[src/rtl/tag_cache_pkg.sv]
// Shared types and defaults for the two-requester tag cache arbiter.
package tag_cache_pkg;

    typedef enum logic [1:0] {
        IDLE   = 2'd0,
        WAIT   = 2'd1,
        REFILL = 2'd2
    } state_e;

    localparam logic REQ_A = 1'b0;
    localparam logic REQ_B = 1'b1;

    localparam int ADDR_W_DEF     = 32;
    localparam int REFILL_LAT_DEF = 4;

endpackage

[src/rtl/rr_arb2.sv]
// Two-way round-robin pick: a lone requester always wins, a tie goes to the
// requester that was not granted last.
module rr_arb2
    import tag_cache_pkg::*;
(
    input  logic valid_a,
    input  logic valid_b,
    input  logic last_grant,
    output logic winner,
    output logic any
);

    always_comb begin
        any    = valid_a | valid_b;
        winner = REQ_A;
        if (valid_a && valid_b) begin
            winner = ~last_grant;
        end else if (valid_b) begin
            winner = REQ_B;
        end
    end

endmodule

[src/rtl/tag_cache_arb.sv]
// Arbitrates two lookup requesters onto a single-outstanding tag cache port,
// stalling for a fixed refill time after each miss.
module tag_cache_arb
    import tag_cache_pkg::*;
#(
    parameter int ADDR_W     = ADDR_W_DEF,
    parameter int REFILL_LAT = REFILL_LAT_DEF
) (
    input  logic              clk,
    input  logic              rst,
    input  logic              a_req_valid,
    input  logic [ADDR_W-1:0] a_req_addr,
    output logic              a_req_ready,
    output logic              a_resp_valid,
    output logic              a_resp_hit,
    input  logic              b_req_valid,
    input  logic [ADDR_W-1:0] b_req_addr,
    output logic              b_req_ready,
    output logic              b_resp_valid,
    output logic              b_resp_hit,
    output logic              c_req_valid,
    output logic [ADDR_W-1:0] c_req_addr,
    input  logic              c_req_ready,
    input  logic              c_resp_valid,
    input  logic              c_resp_hit,
    output logic              refill_busy,
    output logic [31:0]       a_grant_count,
    output logic [31:0]       b_grant_count,
    output state_e            fsm_state
);

    localparam logic [7:0] REFILL_LOAD = (REFILL_LAT > 0) ? 8'(REFILL_LAT - 1) : 8'd0;

    state_e     state;
    logic       last_grant;
    logic       owner;
    logic [7:0] refill_cnt;
    logic       winner;
    logic       any;
    logic       accept;
    logic       resp_live;

    rr_arb2 u_rr_arb2 (
        .valid_a    (a_req_valid),
        .valid_b    (b_req_valid),
        .last_grant (last_grant),
        .winner     (winner),
        .any        (any)
    );

    // Handshake: a request moves to the cache when c_req_valid and c_req_ready
    // are both high in IDLE; only the arbitration winner sees its ready.
    // Every combinational output is forced low while rst is held.
    always_comb begin
        c_req_valid  = !rst && (state == IDLE) && any;
        c_req_addr   = '0;
        if (c_req_valid) begin
            c_req_addr = (winner == REQ_B) ? b_req_addr : a_req_addr;
        end
        accept       = c_req_valid && c_req_ready;
        a_req_ready  = accept && (winner == REQ_A);
        b_req_ready  = accept && (winner == REQ_B);
        resp_live    = !rst && (state == WAIT) && c_resp_valid;
        a_resp_valid = resp_live && (owner == REQ_A);
        b_resp_valid = resp_live && (owner == REQ_B);
        a_resp_hit   = a_resp_valid && c_resp_hit;
        b_resp_hit   = b_resp_valid && c_resp_hit;
    end

    assign fsm_state = state;

    always_ff @(posedge clk or posedge rst) begin
        if (rst) begin
            state         <= IDLE;
            last_grant    <= REQ_B;
            owner         <= REQ_A;
            refill_cnt    <= 8'd0;
            refill_busy   <= 1'b0;
            a_grant_count <= 32'd0;
            b_grant_count <= 32'd0;
        end else begin
            case (state)
                IDLE: begin
                    if (accept) begin
                        owner      <= winner;
                        last_grant <= winner;
                        if (winner == REQ_A) begin
                            a_grant_count <= a_grant_count + 32'd1;
                        end else begin
                            b_grant_count <= b_grant_count + 32'd1;
                        end
                        state <= WAIT;
                    end
                end
                WAIT: begin
                    if (c_resp_valid) begin
                        if (c_resp_hit || (REFILL_LAT == 0)) begin
                            state <= IDLE;
                        end else begin
                            state       <= REFILL;
                            refill_cnt  <= REFILL_LOAD;
                            refill_busy <= 1'b1;
                        end
                    end
                end
                REFILL: begin
                    // Counter was loaded with LAT-1 so REFILL lasts LAT cycles.
                    if (refill_cnt == 8'd0) begin
                        state       <= IDLE;
                        refill_busy <= 1'b0;
                    end else begin
                        refill_cnt <= refill_cnt - 8'd1;
                    end
                end
                default: begin
                    state       <= IDLE;
                    refill_busy <= 1'b0;
                end
            endcase
        end
    end

endmodule

[config.mk]
export PLATFORM = sky130hd
export DESIGN_NAME = tag_cache_arb
export DESIGN_NICKNAME = d
export VERILOG_FILES = /design/src/rtl/tag_cache_pkg.sv /design/src/rtl/rr_arb2.sv /design/src/rtl/tag_cache_arb.sv
export SDC_FILE = /design/constraint.sdc
export NUM_CORES = 1
export LEC_CHECK = 0
export CAP_MARGIN = 20
export CORE_MARGIN = 2
export CORE_UTILIZATION = 34
export CTS_CLUSTER_DIAMETER = 150
export CTS_CLUSTER_SIZE = 14
export DETAILED_ROUTE_END_ITERATION = 10
export PLACE_DENSITY_LB_ADDON = 0.05
export SKIP_LAST_GASP = 1
export SLEW_MARGIN = 20
export SYNTH_ARGS = -nofsm -noshare
export SYNTH_HDL_FRONTEND = slang
export SYNTH_SLANG_ARGS = --single-unit
[constraint.sdc]
create_clock -name clk -period 6.4 [get_ports clk]
set_input_delay 1.28 -clock clk [delete_from_list [all_inputs] [get_ports clk]]
set_output_delay 1.28 -clock clk [all_outputs]
set_load 0.01 [all_outputs]
==> results_dict.tcl <==
set metrics [dict create \
    grt_pass1_wl_um 19060 \
    grt_start_max_net_pins 60 \
    finalSetupViolCount 0 \
    r2r_cells 6 \
    combPwrFrac 0.289 \
    dp_hpwl_um 8940 \
    vias 3742 \
    max-cap-violations 0 \
    async_reset_ff_frac 1.000 \
    clock_power_share 0.331 \
    worstPathMaxFanout 33 \
    grt.total_usage 0.1868 \
    grt-ovfl-total 0 \
    drcViolationCount 0 \
    yosysMostFrequentCell "nand2_1" \
    min_delay_path_depth 1 \
    ys_seq_elements 77 \
    dieArea_um2 12740 \
    drt_iter0_drc 299 \
    worstHoldStart "a_grant_count[31]$_DFFE_PP0P_" \
    fin_skew_ps 5.728 \
    fp.dieW_um 112.9 \
    io_pins 177 \
    diodes 0 \
    required_ps 5120 \
    grt_pass1_vias 3793 \
    report.final.slew_viol_count 0 \
    utilization 0.5477 \
    vdd_drop_max_v 0.0001666 \
    post_cts_buffers 0 \
    ys_seq_area_frac 0.4786 \
    wire_per_inst_um 15.23 \
    fin_nets 691 \
    yosysTopAreaCell "dfrtp_1" \
    path_class "input port to output pin" \
    max_freq_ghz 0.2120 \
    p_per_area_nw_per_um2 260.3 \
    synthTopCellsByArea "dfrtp_1, xnor2_1, nand2_1, a21oi_1, xor2_1" \
    nFillCells 1045 \
    finalHoldViolations 0 \
    postCtsHoldBufs 0 \
    cts.sinks 77 \
    core-area_um2 11470 \
    synth-main-ff-cell "dfrtp_1" \
    switching_power_mw 0.4920 \
    rsz0062_at_grt "false" \
    synth_warnings 0 \
    ys_types 38 \
    synth_edf_count 0 \
    cp-start-kind "input port" \
    cts_buffers 9 \
    dieHeight_um 112.9 \
    yosys.area.top_type_share 0.4720 \
    outcome "finished clean" \
    cts_tree "done" \
    antenna_found_initial 0 \
    reg2reg_from "a_grant_count[0]$_DFFE_PP0P_" \
    syn_nets 511 \
    numPortBuffers 176 \
    place.gp.congestion 0.7682 \
    drt-total-wl_um 11620 \
    rows 39 \
    leakage_nw 2.675 \
    initial_utilization 0.3513 \
    clk_pin_slew_ps 60 \
    slew-limit-headroom 0.4902 \
    ctsRootBufferMaster "clkbuf_16" \
    crit_start "rst" \
    synth.top_cells.by_count "nand2_1, dfrtp_1, xnor2_1" \
    cp.arrival_ps 3440 \
    synth_area_um2 4029 \
    first_pass_iters 4 \
    tightestPinTransition_ps 764.7 \
    p_sw_frac 0.3009 \
    timing.final.crit_share 0.7370 \
    worstSkewPairLatency_ps 330 \
    via_per_inst 4.904 \
    power_report.internal_total_mw 1.143 \
    avgSynthCellArea_um2 9.241 \
    min_path_type "flip-flop to flip-flop" \
    setup_tns_ps 0 \
    post-route-min-period_ps 4717 \
    clockBufferDepth 2 \
    drive_gt1_frac 0.05000 \
    syn_inst 436 \
    htreeDepth 3 \
    endpoint_kind "output pin" \
    p_seq_frac 0.379 \
    drtAntennaViolNets 0 \
    syn2layout_area_growth_pct 55.90 \
    cts_resized 0 \
]
-- cells in the final DEF, fill, tap and decap left out, types with 3 or more instances in the layout --
master,count
a21oi_1,37
and2_1,3
and3_1,16
and4_1,6
buf_4,4
clkbuf_16,9
clkdlybuf4s50_1,176
dfrtp_1,76
ha_1,4
inv_1,8
nand2_1,88
nand3_1,28
nand4_1,20
nor2_1,26
nor2b_1,5
nor3_1,10
nor4_1,4
o21ai_0,4
or4_1,3
xnor2_1,45
xor2_1,18
-- metal layers --
metal	up-vias	wire length (µm)	share of wire	track usage
met5	-	0	0	0
met1	1736	5003	0.43	0.2328
li1	1863	-	-	-
met3	14	878	0.076	0.05838
met2	129	5506	0.47	0.3102
met4	0	229	0.020	0.05935
-- path summary, 6_finish.rpt --
kind | endpoint | slack [ps]
max in group asynchronous | b_grant_count[14]$_DFFE_PP0P_ | 3880
min in group asynchronous | fsm_state[1]$_DFFE_PP0P_ | 1410
worst min register to register | a_grant_count[31]$_DFFE_PP0P_ | 470
worst max-delay path | c_req_addr[9] | 1680
worst min-delay path | a_grant_count[31]$_DFFE_PP0P_ | 470
worst max register to register | a_grant_count[16]$_DFFE_PP0P_ | 3940
-- registers in the layout (all words and copies together), names as in the netlist --
register       count
last_grant         1
a_grant_count     32
fsm_state          2
owner              1
b_grant_count     32
refill_busy        1
refill_cnt         8
-- stage by stage --
stage / std cells / hold WS, ps / area, µm² / power [mW] / setup slack [ps]
2_1_floorplan: 436 / 444.5 / 4029 / 0.8491 / 2900
3_3_place_gp: 748 / 459.7 / 5966 / 1.099 / 1714
3_5_place_dp: 748 / 468.0 / 5966 / 1.108 / 1671
4_1_cts: 763 / 476.9 / 6281 / 1.659 / 1663
5_1_grt: 763 / 489.7 / 6281 / 1.727 / 1577
6_report: 763 / 468.4 / 6281 / 1.635 / 1683
-- worst max-delay path, cell delays in order --
cell and delay, ps:
clkdlybuf4s50_1 510, nor3_1 390, o21ai_2 90, buf_4 250
a21oi_1 290, clkdlybuf4s50_1 600
-- cells by family after synthesis --
family / after synthesis / share of synthesized area
AOI/OAI and AO/OA: 47 / 0.06118
and+or+nand+nor: 221 / 0.2817
DFF: 77 / 0.4786
buffers and inverters: 20 / 0.01863
adders and majority gates: 4 / 0.01242
muxes: 4 / 0.01056
xor gates and xnor gates: 63 / 0.1370
-- power by group through the flow --
stage | Combinational (mW) | Sequential (mW) | Clock, mW
2_1_floorplan | 0.224 | 0.625 | 0
3_3_place_gp | 0.473 | 0.625 | 0
3_5_place_dp | 0.479 | 0.628 | 0
4_1_cts | 0.482 | 0.620 | 0.557
5_1_grt | 0.521 | 0.632 | 0.575
6_report | 0.473 | 0.620 | 0.542
-- cell type report --
type	count	area, µm²	area share
multi-input cells	339	2033	0.3237
inverters	9	33.78	0.005378
clock inverters	4	72.57	0.01155
well taps	143	178.9	0.02849
clock buffers	11	242.7	0.03865
flip-flops and latches	77	1928	0.3070
repair buffers	180	1792	0.2853
(Power assumes the default switching activity.)
==> RTL edit: new RTL, config.mk and constraints unchanged <==
`ADDR_W_DEF`: 32 -> 64.
--- a/src/rtl/tag_cache_pkg.sv
+++ b/src/rtl/tag_cache_pkg.sv
@@ -11,5 +11,5 @@
     localparam logic REQ_B = 1'b1;
 
-    localparam int ADDR_W_DEF     = 32;
+    localparam int ADDR_W_DEF     = 64;
     localparam int REFILL_LAT_DEF = 4;
 
Interface: changed (resized a_req_addr, b_req_addr and c_req_addr); port bits go from 177 to 273. No check against the original RTL was run, so the function may have changed too.
==> RTL edit against the unedited design <==
- wire length rose by 50%
- sequential cell count did not move
- worst setup slack got worse by 0.34 ns
- cell area rose by 22%
- power rose by 12%
- sequential share of layout area fell by 5.5 points
- area after synthesis rose by 10%
- register-to-register slack improved by 0.32 ns
- final cell count rose by 29%
==> RTL edit: results (changes against the unedited design) <==
leakage = 3.230 nW (+21%)
largest net degree at the start of global routing = 66 (+10%)
Commonest cells post-synth = 157 x nand2_1, 76 x dfrtp_1, 69 x a21oi_1
met2 Usage GRT = 0.4476 (+0.1374)
routability cong. = 0.9775 (+27%)
GRT Util Overall = 0.2460 (+0.05926)
fraction of layout cells with a size suffix above 1 = 0.03818 (-0.01182)
DP Cell Count = 968 (+29%)
Non-Filler Instances = 984 (+29%)
Hold EP = b_grant_count[31]
IO Port Bufs = 272 (+55%)
Synthesized Nets = 681 (+33%)
worst hold start = b_grant_count[31]
grt met3 use = 0.06081 (+0.002428)
pre-CTS WS = 1.374 ns (-0.2968 ns)
DRT iter0 DRCs = 306 (+2.3%)
final hold slack = 0.4758 ns (+0.007320 ns)
VDD IR max = 0.0001846 V (+11%)
critical path's largest stage delay = 0.63 ns (+0.03 ns)
met2 wire length = 9.076 mm (+65%)
met1 WL = 6.581 mm (+32%)
synthesized instance count = 542 (+24%)
routed wl met3 = 1.269 mm (+45%)
DP Wirelength = 14.04 mm (+57%)
status = completed
Synth area leaders = dfrtp_1 43%, nand2_1 13%, xnor2_1 8.9%
placed inst area = 7338 sq um (+23%)
Worst Setup SP = a_req_valid
vias in the first global route = 4849 (+28%)
hold depth = 1 (unchanged)
RR Startpoint = fsm_state[1]
top sig layer = met4
post-DR vias/cell = 5.038 (+2.7%)
fill count = 1101 (+5.4%)
reg2reg end = b_grant_count[20]
Final #Nets = 946 (+37%)
Seq/Total Area, Yosys = 0.4352 (-0.04338)
Final setup viols = 0 (unchanged)
Worst Path Arrival = 3.78 ns (+0.34 ns)
[RTL edit: cell types whose count changed after synthesis, sizes merged, moves of 3 or more]
cell	change
a21oi	+32
and2	+4
and4	+6
buf	+3
clkbuf	+9
nand2	+69
nand4	-3
[RTL edit: how the worst max path moves through the flow]
stage / to / slack, ns / cells after the start
2_1_floorplan: c_req_addr[10] / 2.75 / 5
3_3_place_gp: c_req_addr[24] / 1.43 / 7
3_5_place_dp: c_req_addr[24] / 1.37 / 7
4_1_cts: c_req_addr[29] / 1.36 / 7
5_1_grt: c_req_addr[29] / 1.22 / 7
6_report: c_req_addr[29] / 1.34 / 7
[RTL edit: layout make-up]
type | instances | area, sq um | share of cell area
Multi-Input combinational cell | 434 | 2405 | 0.3145
Clock buffer | 10 | 239.0 | 0.03125
Inverter | 8 | 30.03 | 0.003927
Sequential cell | 77 | 1928 | 0.2521
Tap cell | 172 | 215.2 | 0.02814
Timing Repair Buffer | 277 | 2760 | 0.3609
Clock inverter | 6 | 70.07 | 0.009162
[RTL edit: cells by family (layout without fill, tap and decap cells)]
group / Yosys count / count (layout) / synth area share
AOI/OAI and AO/OA: 78 / 78 / 0.09009
xor gates and xnor gates: 63 / 63 / 0.1245
adders and majority gates: 4 / 4 / 0.01130
buffers and inverters: 31 / 301 / 0.02768
DFF: 77 / 77 / 0.4352
muxes: 3 / 3 / 0.007060
and+or+nand+nor: 286 / 286 / 0.3042
[RTL edit: power breakdown]
| part | internal [mW] | switching [mW] | total, mW |
|---|---|---|---|
| Combinational | 0.353 | 0.340 | 0.693 |
| Sequential | 0.547 | 0.0770 | 0.624 |
| Clock | 0.316 | 0.206 | 0.522 |
| Total | 1.22 | 0.623 | 1.84 |
